### config.mk
export PLATFORM = sky130hd
export DESIGN_NAME = input_dev
export DESIGN_NICKNAME = d
export VERILOG_FILES = /design/src/rtl/dev_pkg.sv /design/src/rtl/sync_fifo.sv /design/src/rtl/input_dev.sv
export SDC_FILE = /design/constraint.sdc
export NUM_CORES = 1
export LEC_CHECK = 0
export CAP_MARGIN = 20
export CELL_PAD_IN_SITES_DETAIL_PLACEMENT = 0
export CELL_PAD_IN_SITES_GLOBAL_PLACEMENT = 1
export CORE_MARGIN = 2
export CORE_UTILIZATION = 30
export DETAILED_ROUTE_END_ITERATION = 12
export HOLD_SLACK_MARGIN = 0.1
export PLACE_DENSITY = 0.57
export SYNTH_ARGS = -nofsm -noshare
export SYNTH_HDL_FRONTEND = slang
export SYNTH_HIERARCHICAL = 1
export SYNTH_SLANG_ARGS = --single-unit
### constraint.sdc
create_clock -name clk -period 10.2 [get_ports clk]
set_input_delay 2.04 -clock clk [delete_from_list [all_inputs] [get_ports clk]]
set_output_delay 2.04 -clock clk [all_outputs]
set_load 0.1 [all_outputs]
### src/rtl/dev_pkg.sv
// Shared register map for the memory-mapped input device: bus addresses,
// STATUS/CTRL bit positions and the STATUS word packer.
package dev_pkg;

    localparam logic [1:0] ADDR_DATA   = 2'b00;
    localparam logic [1:0] ADDR_STATUS = 2'b01;
    localparam logic [1:0] ADDR_CTRL   = 2'b10;
    localparam logic [1:0] ADDR_RSVD   = 2'b11;

    localparam int ST_EMPTY  = 0;
    localparam int ST_FULL   = 1;
    localparam int ST_OVF    = 2;
    localparam int ST_IRQ    = 3;
    localparam int ST_CNT_LO = 8;
    localparam int ST_CNT_HI = 15;

    localparam int CT_IRQEN  = 0;
    localparam int CT_FLUSH  = 1;
    localparam int CT_OVFCLR = 2;

    // Field order mirrors the CTRL bit positions so din[2:0] maps straight in.
    typedef struct packed {
        logic ovf_clr;
        logic flush;
        logic irq_en;
    } ctrl_cmd_t;

    function automatic logic [31:0] status_word(
        input logic       empty,
        input logic       full,
        input logic       ovf,
        input logic       irq,
        input logic [7:0] cnt
    );
        logic [31:0] w;
        w                      = '0;
        w[ST_EMPTY]            = empty;
        w[ST_FULL]             = full;
        w[ST_OVF]              = ovf;
        w[ST_IRQ]              = irq;
        w[ST_CNT_HI:ST_CNT_LO] = cnt;
        return w;
    endfunction

endpackage

### src/rtl/sync_fifo.sv
// Single-clock FIFO with first-word-fall-through head and synchronous flush.
// Push is refused while full; flush overrides push and pop in the same cycle.
module sync_fifo #(
    parameter int DEPTH = 4,
    parameter int WIDTH = 32,
    parameter int AW    = $clog2(DEPTH),
    parameter int CW    = AW + 1
) (
    input  logic             clk,
    input  logic             rst,
    input  logic             push,
    input  logic             pop,
    input  logic             flush,
    input  logic [WIDTH-1:0] din,
    output logic [WIDTH-1:0] head,
    output logic [CW-1:0]    count,
    output logic             full,
    output logic             empty
);

    logic [WIDTH-1:0] mem_q [DEPTH];
    logic [AW-1:0]    head_q, head_d;
    logic [AW-1:0]    tail_q, tail_d;
    logic [CW-1:0]    count_q, count_d;
    logic             push_en;
    logic             pop_en;

    assign full  = (count_q == CW'(DEPTH));
    assign empty = (count_q == '0);
    assign count = count_q;
    assign head  = mem_q[head_q];

    assign push_en = push & ~full & ~flush;
    assign pop_en  = pop & ~empty & ~flush;

    // Pointers are exactly log2(DEPTH) bits, so wrap is free modulo DEPTH.
    always_comb begin
        head_d  = head_q;
        tail_d  = tail_q;
        count_d = count_q;
        if (flush) begin
            head_d  = '0;
            tail_d  = '0;
            count_d = '0;
        end else begin
            if (push_en) begin
                tail_d = tail_q + 1'b1;
            end
            if (pop_en) begin
                head_d = head_q + 1'b1;
            end
            case ({push_en, pop_en})
                2'b10:   count_d = count_q + 1'b1;
                2'b01:   count_d = count_q - 1'b1;
                default: count_d = count_q;
            endcase
        end
    end

    always_ff @(posedge clk) begin
        if (rst) begin
            head_q  <= '0;
            tail_q  <= '0;
            count_q <= '0;
        end else begin
            head_q  <= head_d;
            tail_q  <= tail_d;
            count_q <= count_d;
        end
    end

    always_ff @(posedge clk) begin
        if (!rst && push_en) begin
            mem_q[tail_q] <= din;
        end
    end

endmodule

### src/rtl/input_dev.sv
// CPU-readable input peripheral: producer words queue in a FIFO, popped by DATA reads.
// Zero-latency read data; ext_ready drops when full, during a flush write, or in reset.
module input_dev
    import dev_pkg::*;
#(
    parameter int DEPTH = 4,
    parameter int WIDTH = 32
) (
    input  logic             clk,
    input  logic             rst,
    input  logic             en,
    input  logic             we,
    input  logic [1:0]       addr,
    input  logic [WIDTH-1:0] din,
    output logic [WIDTH-1:0] dout,
    input  logic             ext_valid,
    input  logic [WIDTH-1:0] ext_data,
    output logic             ext_ready,
    output logic             irq
);

    localparam int AW = $clog2(DEPTH);
    localparam int CW = AW + 1;

    logic             ovf_q, ovf_d;
    logic             irq_en_q, irq_en_d;

    logic [WIDTH-1:0] fifo_head;
    logic [CW-1:0]    fifo_count;
    logic             fifo_full;
    logic             fifo_empty;
    logic [7:0]       cnt8;

    logic             rd_data;
    logic             wr_ctrl;
    logic             flush_cycle;
    logic             ovf_clr;
    logic             push;
    logic             pop;
    ctrl_cmd_t        cmd;
    logic             unused_din;

    assign cmd         = din[2:0];
    assign unused_din  = ^din[WIDTH-1:3];

    assign rd_data     = en & ~we & (addr == ADDR_DATA);
    assign wr_ctrl     = en & we & (addr == ADDR_CTRL);
    assign flush_cycle = wr_ctrl & cmd.flush;
    assign ovf_clr     = wr_ctrl & cmd.ovf_clr;

    assign ext_ready   = ~fifo_full & ~flush_cycle & ~rst;
    assign push        = ext_valid & ext_ready;
    assign pop         = rd_data & ~fifo_empty;

    sync_fifo #(
        .DEPTH (DEPTH),
        .WIDTH (WIDTH),
        .AW    (AW),
        .CW    (CW)
    ) u_fifo (
        .clk   (clk),
        .rst   (rst),
        .push  (push),
        .pop   (pop),
        .flush (flush_cycle),
        .din   (ext_data),
        .head  (fifo_head),
        .count (fifo_count),
        .full  (fifo_full),
        .empty (fifo_empty)
    );

    // A producer still offering a word while full is an overflow; a same-cycle clear wins.
    always_comb begin
        ovf_d    = ovf_q;
        irq_en_d = irq_en_q;
        if (ext_valid && fifo_full) begin
            ovf_d = 1'b1;
        end
        if (ovf_clr) begin
            ovf_d = 1'b0;
        end
        if (wr_ctrl) begin
            irq_en_d = cmd.irq_en;
        end
    end

    always_ff @(posedge clk) begin
        if (rst) begin
            ovf_q    <= 1'b0;
            irq_en_q <= 1'b0;
        end else begin
            ovf_q    <= ovf_d;
            irq_en_q <= irq_en_d;
        end
    end

    assign irq  = irq_en_q & ~fifo_empty;
    assign cnt8 = 8'(fifo_count);

    always_comb begin
        dout = '0;
        case (addr)
            ADDR_DATA: begin
                if (!fifo_empty) begin
                    dout = fifo_head;
                end
            end
            ADDR_STATUS: dout = status_word(fifo_empty, fifo_full, ovf_q, irq, cnt8);
            ADDR_CTRL:   dout[CT_IRQEN] = irq_en_q;
            default:     dout = '0;
        endcase
    end

endmodule

== Word-level counts from Yosys, hierarchy flattened ==
Memories as Yosys holds them, arrays and structs flattened. A register that Yosys moved wholly into a read port is not among the register bits.
Index checks and enable logic that the tools add are counted.

* $add $sub $neg: 4
* $mul: 0
* Divide/modulo/power cells: 0
* $lt $le $gt $ge: 0
* Equal/unequal tests: 5
* Shift operators: 0
* Muxes and demuxes: 8
* Bitwise logic cells: 20
* Reduce and logical (&&, ||, !) cells: 8

{| class="wikitable"
|+ Operator list
! kind !! number
|-
| case mux 31 bit (2 select lines) || 1
|-
| two-way mux 32 bit || 1
|-
| AND 1 bit || 15
|-
| case mux 3 bit (2 select lines) || 1
|-
| NOT 1 bit || 5
|-
| adder 2 x 1 -> 2 bit (second input constant) || 2
|-
| == test 2 x 1 -> 1 bit (second input constant) || 2
|-
| == test 2 bit (second input constant) || 2
|-
| two-way mux 2 bit || 2
|-
| OR reduction 2 bit || 2
|-
| adder 3 x 1 -> 3 bit (second input constant) || 1
|-
| == test 3 bit (second input constant) || 1
|-
| zero test 3 bit || 1
|-
| case mux 1 bit (3 select lines) || 1
|-
| subtractor 3 x 1 -> 3 bit (second input constant) || 1
|-
| logical AND 1 bit || 2
|-
| zero test 2 bit || 1
|-
| two-way mux 1 bit || 2
|-
| nonzero test 2 bit || 1
|-
| zero test 1 bit || 1
|}

* Flip-flop bits (word level): 9
* Latch bits: 0
* Bits in writable memories: 128
* Memory bits (read-only): 0
* Logic and storage cells: 51
* Memories: 1

{| class="wikitable"
|+ Memory list
! name !! depth !! width !! read ports !! clocked after memory_dff !! wr ports !! line !! source
|-
| u_fifo.mem_q || 4 || 32 || 1 || 1 || 1 || sync_fifo.sv:21 || <nowiki>logic [WIDTH-1:0] mem_q [DEPTH];</nowiki>
|}

== Longest topological paths before layout ==
Gate-level depths: netlist of the first run.

* Depth in word-level cells: 12
* Gate-level depth with buffers: 11
* Mapped depth without buffers: 10

== Cells and area by module ==
The synthesis of the first run kept the hierarchy.

{| class="wikitable"
|+ By module, submodules not included
! module !! instances !! cells an instance !! area each (um^2) !! seq. area each (um^2)
|-
| sync_fifo || 1 || 221 || 5134.9 || 4023.9
|-
| input_dev || 1 || 66 || 490.5 || 40.0
|}

== Worst setup path after synthesis of the first run ==
OpenSTA, ideal clock, no wires.

* Path kind: input to output
* Start point: in addr[1]
* End point: out ext_ready
* Data arrival time: 4.660 ns
* Required time: 8.160 ns
* Path slack: 3.500 ns
* Cell stages on the path: 3
* Buffers on the path: 1
* Cell sequence: buf_6 and4b_4 a211oi_1

* Longest elaborated chain between the ends: 6

{| class="wikitable"
|+ RTL lines
! what !! line !! source
|-
| start: declaration || input_dev.sv:13 || <nowiki>input logic [1:0] addr,</nowiki>
|-
| == test 2 bit || input_dev.sv:47 || <nowiki>assign wr_ctrl = en & we & (addr == ADDR_CTRL);</nowiki>
|-
| AND 1 bit || input_dev.sv:47 ||
|-
| AND 1 bit || input_dev.sv:48 || <nowiki>assign flush_cycle = wr_ctrl & cmd.flush;</nowiki>
|-
| NOT 1 bit || input_dev.sv:51 || <nowiki>assign ext_ready = ~fifo_full & ~flush_cycle & ~rst;</nowiki>
|-
| AND 1 bit (2 in series) || input_dev.sv:51 ||
|-
| end: declaration || input_dev.sv:18 || <nowiki>output logic ext_ready,</nowiki>
|}

No other way between the ends.

== Worst setup path after layout of the first run ==
* Start point: in addr[0]
* End point: out dout[4]

* Longest elaborated chain between the ends: 2
* Elaborated cells between the ends (all ways): 3
* Those cells by class: 1 x eq/ne; 1 x mux; 1 x reduce/logical

{| class="wikitable"
|+ RTL lines
! what !! line !! source
|-
| == test 2 x 1 -> 1 bit / zero test 2 bit (equally long branches) || input_dev.sv:103 || <nowiki>case (addr)</nowiki>
|-
| case mux 31 bit (2 select lines) (*) || input_dev.sv:103 ||
|-
| end: declaration || input_dev.sv:15 || <nowiki>output logic [WIDTH-1:0] dout,</nowiki>
|}

Every way passes the cells marked *; elsewhere a longest branch is shown, timed or not.

==> results_dict.tcl, run 1 <==
set metrics [dict create \
    final_core_util_pct 38.4 \
    cts_tree "built" \
    grt_max_degree 33 \
    fp.dieArea_um2 19900 \
    diodes 0 \
    synth.avg_cell_area_um2 19.6 \
    cap_viol_max_count 0 \
    wl_per_cell_um 18.1 \
    p_leak_nw 2.24 \
    yosysSeqAreaShare_pct 72.2 \
    cts_root_buf "clkbuf_16" \
    netlist_instances 287 \
    worst_ep_arrival_time_ns 4.95 \
    vias 2826 \
    rows 50 \
    drtIter0Drc 151 \
    cts_sinks 139 \
    status "completed" \
    crit_required_ns 8.16 \
    cp-end-kind "output pin" \
    grt_pass1_vias 3115 \
    cts-htree-levels 4 \
    crit_top_cell "clkdlybuf4s50_1" \
    netlist_area_um2 5630 \
    initial_core_util_pct 30.3 \
    fin_tns_setup_ns 0 \
    placed_cell_area_um2 6660 \
    finClkSkew_ns 0.00683 \
    wirelength_mm 11.2 \
    cts.path.max_buffers 2 \
    yosysUniqueCellTypes 36 \
    rsz0062_at_grt "false" \
    cts-resized-gates 0 \
    dpl.hpwl_mm 6.81 \
    path_max_fanout 16 \
    synth_common_cells "128 x edfxtp_1, 32 x mux4_2, 26 x and2_1" \
    fin_crit_sh_pct 68.6 \
    die_w_um 141 \
    slowest_stage "clkdlybuf4s50_1" \
    clk_pin_slew_worst_paths_ns 0.05 \
    viasPerCell 4.58 \
    fin_nets 452 \
    synth-main-ff-cell "edfxtp_1" \
    worst_slack_ns 3.21 \
    worst_pin_slew_ns 0.992 \
    hold_slack_ns 0.479 \
    path_class "in2out" \
    grt_pass1_wl_mm 17.5 \
    slew_viol_final 0 \
    layout-drive-gt1-share_pct 19.8 \
    port_buffers 75 \
    crit_family "buffers and inverters" \
    die_h_um 141 \
    crit_path_start_kind "input pin" \
    grt_use_total_pct 12.2 \
    ys.warnings.count 6 \
    final_area_um2 7130 \
    overflow 0 \
    synth-edff-count 128 \
    yosysMostFrequentCell "edfxtp_1" \
    synthArstFlopShare_pct 0 \
    report.final.setup_viol 0 \
    ir_worst_vdd_mv 0.112 \
    gp_congestion 0.700 \
    syn_nets 364 \
    cts_buffers 17 \
    ys_ff_latch 139 \
    synth_area_leaders "edfxtp_1 68%, mux4_2 13%, dfxtp_1 3.9%, and2_1 2.9%, nor3b_2 1.3%" \
    cpPeakStageDelay_ns 1.15 \
    drc 0 \
    p_per_area_nw_per_um2 170 \
    postRouteAntennaNets 0 \
    antenna_found_initial 0 \
    area_growth_pct 26.8 \
    worst-path-buf-inv 3 \
    insertion_delay_ns 0.41 \
    drtPass1Iterations 4 \
    hold_path.class "reg2reg" \
    relSlewSlack_pct 33.7 \
    fin_crit_ns 6.99 \
    max_freq_ghz 0.143 \
    hold_viol 0 \
    yosys.area.top_type "edfxtp_1" \
    pre_cts_ws_ns 3.07 \
    hold_buffers 0 \
    cts_setup_buffers 0 \
    boundaryPins 105 \
    core-area_um2 18600 \
    path_cells "clkdlybuf4s50_1 -> nor3_4 -> buf_4 -> and2_1 -> clkdlybuf4s50_1" \
    synth_top_area_share_pct 68.3 \
]
-- worst reg2reg max path, delay by kind of cell (launching register included) --
family	cells	cell delay [ns]
AND/OR/NAND/NOR	5	1.52
adder cells (fa/ha/maj)	2	0.63
flip-flops	1	0.42
buffers and inverters	2	0.25
XOR/XNOR	1	0.15
AO/OA/AOI/OAI	1	0.14
-- kinds of logic (layout without fill, tap and decap cells) --
group	count (synthesis)	count (layout)	synth area share [%]
compound gates	14	14	1.73
xor+xnor	2	2	0.311
fa+ha+maj	6	6	1.47
buf+inv	19	115	1.93
flops	139	139	72.2
mux	38	38	13.9
simple gates	69	69	8.43
-- power by group --
part           internal, mW  switching, mW
clock                 0.298          0.201
combinational        0.0318         0.0519
sequential            0.631        0.00271
total                 0.960          0.255
-- worst paths after layout --
path / to / cells after the start / slack (ns) / startpoint
setup reg to reg: u_fifo/count[2] / 11 / 7.03 / u_fifo/count[0]
hold reg to reg: register / 2 / 0.48 / u_fifo/head_q[1]
setup / recovery: dout[4] / 5 / 3.21 / addr[0]
hold / removal: register / 2 / 0.48 / u_fifo/head_q[1]
-- placed cells by master, fill, tap and decap left out, drive strengths merged --
master	n
clkbuf	20
or4b	1
a2111oi	1
fa	1
inv	6
buf	7
nand3	1
nand3b	3
or2	1
or3b	6
mux2i	6
and3b	1
and4b	1
nor3	3
ha	5
a211oi	2
nor3b	6
clkdlybuf4s50	75
or3	3
edfxtp	128
nand2b	2
mux4	32
nor2	4
dfxtp	11
nand2	10
a21oi	9
clkinv	7
and2	26
xor2	2
o21ai	2
nor2b	1
-- through the flow --
stage,std cells,total power [mW]
after floorplan,287,0.692
final,617,1.22
after global placement,590,0.728
after CTS,617,1.23
after global routing,617,1.26
after detailed placement,590,0.730
-- layout make-up --
| class | instances | area [µm²] |
|---|---|---|
| fillers | 1701 | 11400 |
| flip-flops and latches | 139 | 4070 |
| multi-input cells | 129 | 1480 |
| repair buffers | 82 | 803 |
| clock buffers | 20 | 437 |
| well taps | 234 | 293 |
| clock inverters | 7 | 31.3 |
| inverters | 6 | 22.5 |
-- routing by layer --
| layer | global-route usage [%] | vias up | part of all wire, % |
|---|---|---|---|
| met3 | 4.01 | 15 | 4.8 |
| met5 | 0 | - | 0 |
| met1 | 15.2 | 1424 | 45 |
| met2 | 19.9 | 71 | 49 |
| met4 | 4.42 | 0 | 1.4 |
| li1 | - | 1316 | - |
-- flip-flops by register name, summed over array words and instances, names as in the netlist, named ones only --
signal	cells
u_fifo/head_q	2
ovf_q	1
u_fifo/mem_q	128
u_fifo/count	3
irq_en_q	1
u_fifo/tail_q	2
(Power assumes the default switching activity.)
==> run 2, diff against run 1 <==
Settings changed: PLACE_DENSITY 0.57 to 0.59.
Clock period 10.2 ns to 5.84 ns, I/O delays scaled along.
==> results_dict.tcl, run 2 (synthesized netlist as in run 1, its figures left out) <==
set metrics [dict create \
    grt_pass1_wl_mm 17.1 \
    worst_pin_slew_ns 0.966 \
    cts-htree-levels 4 \
    clk_pin_slew_worst_paths_ns 0.06 \
    multi_input_area_um2 1480 \
    vias 2857 \
    viasPerCell 4.57 \
    grt_max_degree 33 \
    hold_slack_ns 0.481 \
    postRouteAntennaNets 0 \
    die_h_um 141 \
    pre_cts_ws_ns 1.22 \
    wirelength_mm 11.0 \
    crit_path_start_kind "input pin" \
    p_leak_nw 2.39 \
    seqCellArea_um2 4070 \
    gp_congestion 0.702 \
    ir_worst_vdd_mv 0.224 \
    path_max_fanout 16 \
    final_cell_mix "128 x edfxtp_1, 44 x buf_4, 43 x clkdlybuf4s50_1" \
    grt_pass1_vias 3060 \
    cts_setup_buffers 0 \
    fin_nets 457 \
    hold_viol 0 \
    wl_per_cell_um 17.5 \
    antenna_found_initial 0 \
    overflow 0 \
    cts-resized-gates 0 \
    area_growth_pct 28.4 \
    drtIter0Drc 126 \
    p_per_area_nw_per_um2 324 \
    relSlewSlack_pct 35.4 \
    diodes 0 \
    rows 50 \
    insertion_delay_ns 0.41 \
    rsz0062_at_grt "false" \
    cts.path.max_buffers 2 \
    slew_viol_final 0 \
    cts_buffers 17 \
    regMostFlops "u_fifo/mem_q" \
    dpl.hpwl_mm 6.76 \
    cts_tree "built" \
    fin_crit_ns 4.58 \
    report.final.setup_viol 0 \
    path_class "in2out" \
    crit_required_ns 4.67 \
    finClkSkew_ns 0.00801 \
    die_w_um 141 \
    cap_viol_max_count 0 \
    fin_tns_setup_ns 0 \
    hold_buffers 0 \
    status "completed" \
    cp-end-kind "output pin" \
    worst_slack_ns 1.26 \
    fillCellCount 1694 \
    hold_path.class "reg2reg" \
    port_buffers 75 \
    max_freq_ghz 0.218 \
    initial_core_util_pct 30.3 \
    grt_use_total_pct 11.7 \
    worst_ep_arrival_time_ns 3.41 \
    cts_sinks 139 \
    fp.dieArea_um2 19900 \
    largest_reg_flops 128 \
    drc 0 \
    cts_root_buf "clkbuf_16" \
    drtPass1Iterations 4 \
    layout_commonest_cell "edfxtp_1" \
    fin_crit_sh_pct 78.5 \
    layout-drive-gt1-share_pct 30.7 \
    boundaryPins 105 \
    core-area_um2 18600 \
]
## run 2: cell types whose count changed in the layout (fill, tap and decap cells not counted), sizes merged
cell           change
buf               +37
clkinv             -3
inv                +1
clkinvlp           +3
clkbuf             -2
clkdlybuf4s50     -32
bufinv             +4
## run 2: routing by layer
| metal | wire length, µm | vias to the layer above | GRT usage [%] |
|---|---|---|---|
| met4 | 132 | 0 | 3.79 |
| met2 | 5260 | 67 | 18.4 |
| li1 | - | 1325 | - |
| met1 | 5050 | 1451 | 15.4 |
| met3 | 515 | 14 | 4.01 |
| met5 | 0 | - | 0 |
## run 2: path summary, 6_finish.rpt
kind / from / endpoint / slack, ns / cells after the start
worst min-delay path: u_fifo/head_q[1] / register / 0.48 / 2
worst max register to register: u_fifo/count[0] / u_fifo/count[2] / 2.61 / 11
worst max-delay path: addr[0] / dout[3] / 1.26 / 4
worst min register to register: u_fifo/head_q[1] / register / 0.48 / 2
## run 2: through the flow
| stage | util [%] | cell area [µm²] | std cells | power [mW] |
|---|---|---|---|---|
| after detailed placement | 35.6 | 6620 | 595 | 1.27 |
| final | 38.9 | 7220 | 625 | 2.34 |
| after global routing | 38.9 | 7220 | 625 | 2.42 |
| after global placement | 35.6 | 6620 | 595 | 1.27 |
| after floorplan | - | 5630 | 287 | 1.21 |
| after CTS | 38.9 | 7220 | 625 | 2.37 |
## run 2: power by group
group | total [mW] | switching (mW) | leakage [nW] | internal, mW
clock | 1.09 | 0.381 | 0.286 | 0.707
combinational | 0.145 | 0.0908 | 0.853 | 0.0539
sequential | 1.11 | 0.00470 | 1.25 | 1.10
total | 2.34 | 0.477 | 2.39 | 1.86
## run 2: final cells by class
class | count | share of cell area [%]
Inverter | 6 | 0.312
Clock inverter | 12 | 2.41
Clock buffer | 18 | 5.94
Multi-Input combinational cell | 129 | 20.5
Sequential cell | 139 | 56.3
Tap cell | 234 | 4.05
Timing Repair Buffer | 87 | 10.5
## run 2: critical path, stage by stage
cell	delay (ns)
clkdlybuf4s50_1	0.79
mux2i_1	0.14
nor3_1	0.15
clkdlybuf4s50_1	1.16
